File: config.mk
export PLATFORM = sky130hd
export DESIGN_NAME = cpu_mem_arbiter
export DESIGN_NICKNAME = d
export VERILOG_FILES = /design/src/rtl/cpu_arb_pkg.sv /design/src/rtl/cpu_arb_starve_ctr.sv /design/src/rtl/cpu_mem_arbiter.sv
export SDC_FILE = /design/constraint.sdc
export NUM_CORES = 1
export LEC_CHECK = 0
export CORE_MARGIN = 10
export CORE_UTILIZATION = 25
export CTS_BUF_LIST = sky130_fd_sc_hd__clkbuf_4 sky130_fd_sc_hd__clkbuf_8
export CTS_CLUSTER_DIAMETER = 80
export DETAILED_ROUTE_END_ITERATION = 6
export GPL_ROUTABILITY_DRIVEN = 0
export SETUP_SLACK_MARGIN = 0.4
export SYNTH_ARGS = -nofsm -noshare
export SYNTH_HDL_FRONTEND = slang
export SYNTH_SLANG_ARGS = --single-unit
File: constraint.sdc
create_clock -name clk -period 4.2 [get_ports clk]
set_input_delay 0.63 -clock clk [delete_from_list [all_inputs] [get_ports clk]]
set_output_delay 0.63 -clock clk [all_outputs]
set_load 0.05 [all_outputs]
File: src/rtl/cpu_arb_pkg.sv
// Shared types for the CPU fetch/data memory arbiter.
package cpu_arb_pkg;

  localparam int CPU_AW           = 16;
  localparam int CPU_DW           = 16;
  localparam int CPU_STARVE_LIMIT = 4;

  typedef enum logic [1:0] {OWN_NONE, OWN_F, OWN_D} owner_t;
  typedef enum logic {S_IDLE, S_HOLD} state_t;

  typedef struct packed {
    logic [CPU_AW-1:0] addr;
    logic [CPU_DW-1:0] wdata;
    logic              rd;
    logic              wr;
  } cmd_t;

endpackage

File: src/rtl/cpu_arb_starve_ctr.sv
// Fetch starvation guard: down-counts lost arbitration cycles, flags force at zero.
module cpu_arb_starve_ctr #(
  parameter int LIMIT = 4
) (
  input  logic clk,
  input  logic reset,
  input  logic i_lost,
  input  logic i_clear,
  output logic o_force
);

  localparam int CW = $clog2(LIMIT + 1);

  logic [CW-1:0] cnt_q;

  always_ff @(posedge clk) begin
    if (reset || i_clear) begin
      cnt_q <= CW'(LIMIT);
    end else if (i_lost && cnt_q != '0) begin
      cnt_q <= cnt_q - 1'b1;
    end
  end

  assign o_force = (cnt_q == '0);

endmodule

File: src/rtl/cpu_mem_arbiter.sv
// Single-port memory arbiter between instruction fetch and data ld/st.
// Optional fetch starvation guard enabled by CPU_ARB_STARVE_GUARD_EN.
//
// state  | meaning
// S_IDLE | arbitrate combinationally, drive winner's command this cycle
// S_HOLD | memory stalled; latched owner/command held until accepted
module cpu_mem_arbiter
  import cpu_arb_pkg::*;
#(
  parameter int AW = CPU_AW,
  parameter int DW = CPU_DW
`ifdef CPU_ARB_STARVE_GUARD_EN
  , parameter int STARVE_LIMIT = CPU_STARVE_LIMIT
`endif
) (
  input  logic          clk,
  input  logic          reset,
  input  logic          i_f_req,
  input  logic [AW-1:0] i_f_addr,
  output logic          o_f_gnt,
  output logic          o_f_valid,
  output logic [DW-1:0] o_f_rdata,
  input  logic          i_d_rd,
  input  logic          i_d_wr,
  input  logic [AW-1:0] i_d_addr,
  input  logic [DW-1:0] i_d_wdata,
  output logic          o_d_gnt,
  output logic          o_d_valid,
  output logic [DW-1:0] o_d_rdata,
  output logic [AW-1:0] o_m_addr,
  output logic [DW-1:0] o_m_wdata,
  output logic          o_m_rd,
  output logic          o_m_wr,
  input  logic          i_m_wait,
  input  logic [DW-1:0] i_m_rdata
);

  state_t state_q;
  owner_t owner_q;
  cmd_t   cmd_q;
  logic   f_tag_q;
  logic   d_tag_q;

  owner_t owner;
  cmd_t   cmd;
  logic   accept;
  logic   force_f;
  logic   d_req;

  assign d_req = i_d_rd | i_d_wr;

`ifdef CPU_ARB_STARVE_GUARD_EN
  logic f_lost;
  assign f_lost = i_f_req && (owner == OWN_D);

  cpu_arb_starve_ctr #(.LIMIT(STARVE_LIMIT)) u_starve_ctr (
    .clk     (clk),
    .reset   (reset),
    .i_lost  (f_lost),
    .i_clear (o_f_gnt),
    .o_force (force_f)
  );
`else
  assign force_f = 1'b0;
`endif

  always_comb begin
    owner = OWN_NONE;
    cmd   = '0;
    if (state_q == S_HOLD) begin
      owner = owner_q;
      cmd   = cmd_q;
    end else if (i_f_req && (force_f || !d_req)) begin
      owner    = OWN_F;
      cmd.addr = i_f_addr;
      cmd.rd   = 1'b1;
    end else if (d_req) begin
      // A simultaneous rd+wr is treated as a store.
      owner     = OWN_D;
      cmd.addr  = i_d_addr;
      cmd.wr    = i_d_wr;
      cmd.rd    = !i_d_wr;
      cmd.wdata = i_d_wr ? i_d_wdata : '0;
    end
  end

  assign accept    = (cmd.rd || cmd.wr) && !i_m_wait;
  assign o_f_gnt   = accept && (owner == OWN_F);
  assign o_d_gnt   = accept && (owner == OWN_D);
  assign o_m_addr  = cmd.addr;
  assign o_m_wdata = cmd.wdata;
  assign o_m_rd    = cmd.rd;
  assign o_m_wr    = cmd.wr;
  assign o_f_valid = f_tag_q;
  assign o_d_valid = d_tag_q;
  assign o_f_rdata = f_tag_q ? i_m_rdata : '0;
  assign o_d_rdata = d_tag_q ? i_m_rdata : '0;

  always_ff @(posedge clk) begin
    if (reset) begin
      state_q <= S_IDLE;
      owner_q <= OWN_NONE;
      cmd_q   <= '0;
      f_tag_q <= 1'b0;
      d_tag_q <= 1'b0;
    end else begin
      f_tag_q <= o_f_gnt;
      d_tag_q <= o_d_gnt && cmd.rd;
      case (state_q)
        S_IDLE: begin
          if (owner != OWN_NONE && !accept) begin
            state_q <= S_HOLD;
            owner_q <= owner;
            cmd_q   <= cmd;
          end
        end
        S_HOLD: begin
          if (accept) begin
            state_q <= S_IDLE;
            owner_q <= OWN_NONE;
          end
        end
        default: state_q <= S_IDLE;
      endcase
    end
  end

`ifndef SYNTHESIS
  always @(posedge clk) begin
    if (!reset) begin
      assert (!(i_d_rd && i_d_wr))
        else $warning("cpu_mem_arbiter: data rd and wr requested together, store wins");
      assert (!(state_q == S_HOLD &&
                ((owner_q == OWN_F && !i_f_req) || (owner_q == OWN_D && !d_req))))
        else $warning("cpu_mem_arbiter: request withdrawn while command held");
    end
  end
`endif

endmodule

==> results.py, run 1 <==
metrics = {
    "pwr": {
        "p_leak_uw": 0.00160,
        "p_per_area_nw_per_um2": 295,
        "ir_drop_v": 0.000117,
    },
    "route": {
        "drtAntennaViolNets": 0,
        "drt-total-wl_um": 8980,
        "drcViolationCount": 0,
        "firstDrtPassIters": 5,
        "drt_iter0_markers": 122,
        "vias": 2634,
        "viasPerCell": 5.14,
        "drt-wirelength-per-cell_um": 17.5,
    },
    "clocking": {
        "root_buffer": "clkbuf_8",
        "cts_setup_buffers": 0,
        "path_clk_slew_ns": 0.07,
        "ctsHoldBuffers": 0,
        "tritoncts": "done",
        "insertion_delay_ns": 0.28,
        "htreeDepth": 2,
        "numCtsBuffers": 5,
        "post_cts_resized": 0,
        "cts.sinks": 39,
        "cts_buffer_depth": 2,
    },
    "critical_path": {
        "arrival_ns": 2.81,
        "cp-end-kind": "output port",
        "critPathSlowestCell": "clkdlybuf4s50_1",
        "critical_path_class": "input port to output port",
        "max_stage_delay_ns": 0.81,
        "cp-start-kind": "input port",
        "cp_cell_sequence": "clkdlybuf4s50_1 -> or2_2 -> a22oi_1 -> nand2_1 -> clkdlybuf4s50_1",
        "crit_path_frequent_cell": "clkdlybuf4s50_1",
        "cp_max_fo": 19,
        "required_ns": 3.57,
    },
    "layout": {
        "diodes": 0,
        "layout-drive-gt1-share_pct": 8.73,
        "layout_commonest_cell": "clkdlybuf4s50_1",
        "fillers": 960,
        "final_cell_mix": "121 x clkdlybuf4s50_1, 38 x dfxtp_1, 36 x nand2_1",
        "multi_input_area_um2": 1410,
        "num-nets-final": 471,
        "area_delta_synth_final_pct": 61.6,
        "regArea_um2": 782,
    },
    "synthesis": {
        "synth_seq_cells": 39,
        "synth_cells": 279,
        "synthesis.area_um2": 2350,
        "yosysUniqueCellTypes": 29,
        "syn_nets": 349,
        "syn_area_per_cell_um2": 8.44,
        "ys_seq_area_share_pct": 33.2,
        "yosysWarnings": 0,
    },
    "status": {
        "outcome": "finished, final reports clean",
    },
    "sta": {
        "finalSetupViolations": 0,
        "fmax_mhz": 290,
        "fin_ws_ns": 0.756,
        "period_minus_slack_ns": 3.44,
        "worstMarginPinSlew_ns": 1.31,
        "fin_setup_tns_ns": 0,
        "period_share_pct": 82.0,
        "rsz0062_at_grt": "false",
        "hold_viol": 0,
        "skew_ns": 0.00280,
        "drv_slew": 0,
        "maxSlewHeadroom_pct": 12.4,
    },
    "die": {
        "coreArea_um2": 9200,
        "ios": 140,
        "die_area_um2": 13700,
        "die_height_um": 117,
        "die_w_um": 117,
        "initial_core_util_pct": 25.6,
        "fp-row-count": 35,
    },
    "place": {
        "io_buffers": 139,
        "dpl.hpwl_um": 6790,
        "pre_cts_slack_ns": 0.744,
    },
    "global_routing": {
        "grt_use_total_pct": 12.5,
        "antenna_found_initial": 0,
        "grt_pass1_wl_um": 13900,
        "grt_max_degree": 43,
        "grt_pass1_vias": 2706,
        "overflow": 0,
    },
    "hold_path": {
        "hold_class": "flop to flop",
    },
    "run": {
        "maxCapViolCount": 0,
    },
}
cell type report:
class | count | share of cell area (%)
multi-input cells | 209 | 36.9
repair buffers | 144 | 36.4
flip-flops and latches | 39 | 20.6
well taps | 111 | 3.65
clock buffers | 6 | 2.17
inverters | 2 | 0.197
clock inverters | 1 | 0.132
logic make-up (layout without fill, tap and decap cells):
kind of cell    Yosys count  count (layout)  synth area share, %
compound gates          108             108                 36.0
simple gates            100             100                 23.0
flops                    39              39                 33.2
mux                       1               1                0.425
buf+inv                  31             153                 7.49
routing by layer:
layer / wire [um] / GRT usage [%] / vias up
li1: - / - / 1276
met1: 4060 / 15.4 / 1230
met5: 0 / 0 / -
met4: 89 / 2.64 / 0
met3: 821 / 4.28 / 8
met2: 4010 / 20.6 / 120
report_power, final:
part,switching [uW],internal (uW),total [uW],leakage (uW)
logic,255,183,438,0.00123
registers,25.7,400,426,0.000322
clock network,129,129,258,0.0000470
worst max-delay path: cells and delay by family:
kind	cells	cell delay, ns
AND/OR/NAND/NOR	2	0.57
AO/OA/AOI/OAI	1	0.16
buffers and inverters	2	1.44
per-stage QoR:
stage / instance area (um^2) / utilization (%) / hold WS [ns] / std cells / power [uW]
floorplan: 2350 / - / 0.461 / 279 / 709
global placement: 3720 / 40.4 / 0.478 / 505 / 873
detailed placement: 3720 / 40.4 / 0.484 / 505 / 877
CTS: 3800 / 41.4 / 0.496 / 512 / 1140
global route: 3800 / 41.4 / 0.525 / 512 / 1190
finish: 3800 / 41.4 / 0.495 / 512 / 1120
synthesized netlist by cell type, drive strengths merged:
cell / instances / area share, %
dfxtp: 39 / 33
nand2: 36 / 5.7
and2: 32 / 8.5
buf: 20 / 5.7
a21oi: 19 / 4.0
nor2b: 19 / 5.0
a21o: 18 / 5.7
o311a: 17 / 7.2
a22o: 16 / 6.0
a22oi: 16 / 5.1
a311oi: 16 / 6.0
clkbuf: 9 / 1.4
nor2: 5 / 0.80
nand2b: 2 / 0.53
nor3: 2 / 0.43
nor4b: 2 / 1.4
o221ai: 2 / 0.74
a31oi: 1 / 0.27
clkinv: 1 / 0.16
inv: 1 / 0.16
mux2i: 1 / 0.43
o211a: 1 / 0.43
o21ai: 1 / 0.21
o31ai: 1 / 0.32
or2: 1 / 0.27
or3: 1 / 0.27
sequential cells by signal (all words and copies together), names as in the netlist:
signal and cells:
o_d_valid 1, state_q 1, o_f_valid 1, cmd_q 34, owner_q 2
path summary, 6_finish.rpt:
check | slack (ns) | depth (start not counted) | to | start
max | 0.76 | 5 | o_m_addr[2] | i_d_wr
min | 0.50 | 2 | owner_q[1] | owner_q[1]
max reg2reg | 1.46 | 3 | cmd_q[33] | state_q
min reg2reg | 0.50 | 2 | owner_q[1] | owner_q[1]
(Power assumes the default switching activity.)
==> inputs of run 2 (changes only) <==
clock period = 2.9 ns   (was 4.2 ns; I/O delays follow)
==> run 2 against run 1 <==
Design area up 13%. Sequential share of layout area down 2.3 points. Non-clock buffer count up 6. Highest routed layer unchanged. Worst setup slack worse by 0.21 ns. Worst hold slack worse by 0.0022 ns. Flip-flop and latch count unchanged. Register-to-register slack worse by 0.44 ns. Critical path depth down 3. Power up 67%. Clock skew up 0.0051 ns.
==> results.py, run 2 (synthesis gave the netlist of run 1 again) <==
metrics = {
    "clocking": {
        "root_buffer": "clkbuf_8",
        "tritoncts": "done",
        "htreeDepth": 2,
        "cts.sinks": 39,
        "numCtsBuffers": 5,
        "path_clk_slew_ns": 0.08,
        "cts_buffer_depth": 2,
        "insertion_delay_ns": 0.29,
    },
    "route": {
        "drcViolationCount": 0,
        "viasPerCell": 5.10,
        "drt-total-wl_um": 9380,
        "drtAntennaViolNets": 0,
        "drt-wirelength-per-cell_um": 18.1,
        "vias": 2645,
        "drt_iter0_markers": 145,
        "firstDrtPassIters": 4,
    },
    "global_routing": {
        "overflow": 0,
        "busiest_layer": "met2",
        "grt_use_total_pct": 13.2,
        "antenna_found_initial": 0,
        "grt_pass1_vias": 2660,
        "grt_max_degree": 39,
        "use_met3_pct": 5.10,
        "grtUsageMet1_pct": 15.2,
        "grt_pass1_wl_um": 14500,
        "use_met2_pct": 22.8,
    },
    "sta": {
        "rsz0062_at_grt": "false",
        "worstMarginPinSlew_ns": 0.603,
        "period_share_pct": 81.2,
        "fin_setup_tns_ns": 0,
        "skew_ns": 0.00793,
        "period_minus_slack_ns": 2.36,
        "fmax_mhz": 424,
        "finalSetupViolations": 0,
        "hold_viol": 0,
        "drv_slew": 0,
        "maxSlewHeadroom_pct": 59.8,
    },
    "critical_path": {
        "required_ns": 2.47,
        "worstRegToRegCells": 5,
        "cp-start-kind": "flop",
        "endpoint": "o_d_rdata[3]",
        "critical_path_class": "flop to output port",
        "r2r_start": "state_q",
        "cp-end-kind": "output port",
        "crit_start": "o_d_valid",
        "r2r_end": "cmd_q[23]",
        "r2r_slack_ns": 1.02,
        "cp_max_fo": 17,
        "arrival_ns": 1.92,
    },
    "layout": {
        "layout_commonest_cell": "clkdlybuf4s50_1",
        "fillers": 898,
        "post-route-util_pct": 46.8,
        "largest_reg_flops": 34,
        "area_delta_synth_final_pct": 82.8,
        "num-nets-final": 477,
        "diodes": 0,
        "stdcell_area_um2": 4300,
        "regMostFlops": "cmd_q",
        "final_cell_mix": "102 x clkdlybuf4s50_1, 38 x dfxtp_1, 36 x nand2_1, 36 x buf_12, 32 x and2_1",
        "layout-drive-gt1-share_pct": 14.7,
        "reg.largest.list": "cmd_q: 34 flops, owner_q: 2 flops",
    },
    "die": {
        "initial_core_util_pct": 25.6,
        "die_area_um2": 13700,
        "die_height_um": 117,
        "ios": 140,
        "fp-row-count": 35,
        "coreArea_um2": 9200,
        "die_w_um": 117,
    },
    "pwr": {
        "p_per_area_nw_per_um2": 436,
        "finalPower_uw": 1880,
        "ir_drop_v": 0.000184,
        "p_leak_uw": 0.00181,
    },
    "place": {
        "place_area_um2": 4160,
        "io_buffers": 139,
        "dpl.hpwl_um": 7150,
    },
    "status": {
        "outcome": "finished, final reports clean",
    },
    "hold_path": {
        "hold_class": "flop to flop",
    },
    "run": {
        "maxCapViolCount": 0,
    },
}
run 2: cell types whose count changed in the layout (fill, tap and decap cells not counted), moves of 3 or more:
cell	delta
buf_6	+3
buf_4	-15
buf_12	+36
clkdlybuf4s50_1	-19
run 2: per-layer routing:
| metal | share of wire, % | up-vias |
|---|---|---|
| met5 | 0 | - |
| li1 | - | 1293 |
| met4 | 0.44 | 0 |
| met1 | 42 | 1245 |
| met2 | 47 | 103 |
| met3 | 11 | 4 |
run 2: layout make-up:
class	count	area (um^2)	area share, %
Clock buffer	6	82.6	1.92
Clock inverter	2	35.0	0.814
Inverter	2	7.51	0.174
Multi-Input combinational cell	209	1410	32.7
Sequential cell	39	785	18.2
Tap cell	111	139	3.23
Timing Repair Buffer	150	1850	42.9
run 2: worst max-delay path, cell delays in order (launching register included):
cell	delay (ns)
dfxtp_1	0.55
and2_1	0.25
clkdlybuf4s50_1	0.83
run 2: through the flow:
| stage | setup slack [ns] | hold WS [ns] | instances |
|---|---|---|---|
| 3_3_place_gp | 0.370 | 0.479 | 510 |
| 4_1_cts | 0.428 | 0.491 | 518 |
| 2_1_floorplan | 0.564 | 0.461 | 279 |
| 6_report | 0.544 | 0.493 | 519 |
| 3_5_place_dp | 0.331 | 0.480 | 510 |
| 5_1_grt | 0.423 | 0.521 | 519 |
run 2: where the power goes:
part / internal [uW] / switching [uW]
clock: 279 / 200
combinational: 381 / 407
sequential: 580 / 31.5
total: 1240 / 639
run 2: worst min path at each step:
stage / from / to / depth (start not counted)
CTS: owner_q[1] / owner_q[1] / 2
global placement: owner_q[1] / owner_q[1] / 2
finish: owner_q[1] / owner_q[1] / 2
detailed placement: owner_q[1] / owner_q[1] / 2
global route: owner_q[0] / owner_q[0] / 2
floorplan: owner_q[1] / owner_q[1] / 2
run 2: timing repair:
item                                    CTS  global route
pin swaps                                 0             1
hold endpoints to repair                  0             0
hold buffers                              0             0
endpoints found under the setup margin    3            18
gates resized for setup                   1             4
buffers inserted                          0             0
==> inputs of run 3 (changes only) <==
clock period = 2.13 ns   (was 2.9 ns; I/O delays follow)
==> run 3 against run 2 <==
Design area grew 21%. Clock power grew 30%. Critical path depth grew 2. Worst setup slack lost 0.29 ns. Die area is the same. Cell count grew 5.4%. Register-to-register slack lost 0.42 ns. Wire length grew 5.2%. Flip-flop and latch count is the same. Sequential power grew 36%. Sequential share of layout area shrank 3.2 points. Global-route usage grew 0.50 points. Critical path type unchanged. Critical endpoint is now o_d_gnt. Highest routed layer unchanged.
==> results.py, run 3 (synthesis gave the netlist of run 1 again) <==
metrics = {
    "pwr": {
        "p_clk_share_pct": 23.1,
        "p_sw_uw": 907,
        "p_leak_uw": 0.00230,
        "power_switching_share_pct": 33.6,
        "combinationalPowerShare_pct": 46.2,
        "seq_power_share_pct": 30.7,
        "p_per_area_nw_per_um2": 518,
        "ir_drop_v": 0.000320,
        "intPower_uw": 1790,
    },
    "critical_path": {
        "r2r_end": "cmd_q[8]",
        "arrival_ns": 1.56,
        "r2r_slack_ns": 0.60,
        "worstRegToRegCells": 6,
        "cp-start-kind": "flop",
        "cp_max_fo": 19,
        "r2r_start": "state_q",
        "cp-end-kind": "output port",
        "required_ns": 1.81,
        "cp_cell_sequence": "buf_4 -> mux2i_1 -> nor2_2 -> buf_12",
        "cp_num_buf_inv": 2,
        "critPathSlowestCell": "dfxtp_4",
        "critical_path_class": "flop to output port",
        "critPathTopFamily": "buffers and inverters",
        "max_stage_delay_ns": 0.39,
    },
    "sta": {
        "fmax_mhz": 533,
        "rsz0062_at_grt": "true",
        "period_minus_slack_ns": 1.88,
        "hold_viol": 0,
        "drv_slew": 0,
        "maxSlewHeadroom_pct": 52.2,
        "worstMarginPinSlew_ns": 0.717,
        "skew_ns": 0.00342,
        "period_share_pct": 88.0,
        "finalSetupViolations": 0,
    },
    "layout": {
        "layout-drive-gt1-share_pct": 39.4,
        "fillers": 780,
        "final_cell_mix": "70 x buf_12, 66 x clkdlybuf4s50_1, 38 x dfxtp_1",
        "num-nets-final": 505,
        "stdcell_area_um2": 5200,
        "area_delta_synth_final_pct": 121,
        "diodes": 0,
        "regMostFlops": "cmd_q",
        "stdcell_count": 547,
        "largest_reg_flops": 34,
        "layout_commonest_cell": "buf_12",
        "reg.largest.list": "cmd_q: 34 flops, owner_q: 2 flops",
    },
    "place": {
        "placed_cells": 521,
        "place_area_um2": 4590,
        "dpl.hpwl_um": 7350,
        "io_buffers": 139,
    },
    "global_routing": {
        "grt_pass1_wl_um": 15200,
        "antenna_found_initial": 0,
        "grt_pass1_vias": 2887,
        "grt_max_degree": 25,
        "overflow": 0,
        "grt_use_total_pct": 13.7,
    },
    "die": {
        "die_area_um2": 13700,
        "die_w_um": 117,
        "die_height_um": 117,
        "coreArea_um2": 9200,
        "initial_core_util_pct": 25.6,
        "ios": 140,
        "fp-row-count": 35,
    },
    "run": {
        "maxCapViolCount": 0,
    },
    "clocking": {
        "cts.sinks": 39,
        "htreeDepth": 2,
        "root_buffer": "clkbuf_8",
        "numCtsBuffers": 5,
        "insertion_delay_ns": 0.28,
        "path_clk_slew_ns": 0.07,
        "cts_buffer_depth": 2,
        "tritoncts": "done",
    },
    "route": {
        "viasPerCell": 5.11,
        "drt-total-wl_um": 9870,
        "drt_iter0_markers": 119,
        "drtAntennaViolNets": 0,
        "drt-wirelength-per-cell_um": 18.0,
        "firstDrtPassIters": 4,
        "drcViolationCount": 0,
        "vias": 2793,
    },
    "hold_path": {
        "hold_end": "owner_q[1]",
        "hold_class": "flop to flop",
        "hp-start": "owner_q[1]",
        "min_path_cells": 2,
    },
    "status": {
        "outcome": "finished, final reports clean",
    },
}
==> run 3: cell types whose count changed in the layout (fill, tap and decap cells not counted), sizes merged <==
cell and change:
dlygate4sd2 +3, clkbuf +2, buf +60, dlymetal6s2s -1
clkdlybuf4s50 -36
==> run 3: per-stage QoR <==
| stage | TNS, ns | hold slack [ns] | utilization (%) | setup WS [ns] | power, uW |
|---|---|---|---|---|---|
| after floorplan | 0 | 0.396 | - | 0.413 | 1400 |
| after global placement | -1.02 | 0.477 | 49.9 | -0.0578 | 1950 |
| after detailed placement | -2.27 | 0.492 | 49.9 | -0.185 | 1970 |
| after CTS | 0 | 0.504 | 53.3 | 0.205 | 2660 |
| after global routing | 0 | 0.542 | 56.6 | 0.151 | 2830 |
| final | 0 | 0.503 | 56.6 | 0.255 | 2700 |
==> run 3: final cells by class <==
cell class,count,area [um^2],share of cell area (%)
Sequential cell,39,785,15.1
Multi-Input combinational cell,209,1750,33.6
Inverter,2,7.51,0.144
Tap cell,111,139,2.67
Clock inverter,2,35.0,0.673
Clock buffer,6,82.6,1.59
Timing Repair Buffer,178,2410,46.2
==> run 3: worst max path at each step <==
stage / from / endpoint / slack [ns] / cells after the start
floorplan: i_d_rd / o_m_addr[0] / 0.41 / 5
global placement: i_d_wr / cmd_q[30] / -0.06 / 5
detailed placement: i_d_wr / cmd_q[30] / -0.19 / 5
CTS: state_q / o_f_gnt / 0.20 / 5
global route: state_q / o_m_addr[0] / 0.15 / 5
finish: state_q / o_d_gnt / 0.25 / 4
==> run 3: what timing repair did <==
action / 4_1_cts / 5_1_grt
gates resized for setup: 51 / 45
hold buffers: 0 / 0
pin swaps: 8 / 16
gates cloned: 3 / 0
setup endpoints to repair: 55 / 36
endpoints found under the hold margin: 0 / 0
setup buffers: 2 / 13
==> run 3: per-layer routing <==
metal  vias up  share of wire (%)  wire (um)  GRT usage, %
met1      1315                 43       4250          17.4
li1       1351                  -          -             -
met2       120                 47       4660          21.9
met3         7                9.0        888          4.99
met4         0               0.65         64          2.39
met5         -                  0          0             0
==> run 3: power groups by stage <==
stage | logic, uW | registers, uW | clock network, uW
floorplan | 570 | 835 | 0
global placement | 1110 | 839 | 0
detailed placement | 1120 | 842 | 0
CTS | 1180 | 826 | 653
global route | 1320 | 837 | 682
finish | 1250 | 829 | 623
==> run 3: worst min-delay path, delay by kind of cell, from the launching register on <==
| kind | cells | cell delay, ns |
|---|---|---|
| flops | 1 | 0.33 |
| compound gates | 2 | 0.13 |
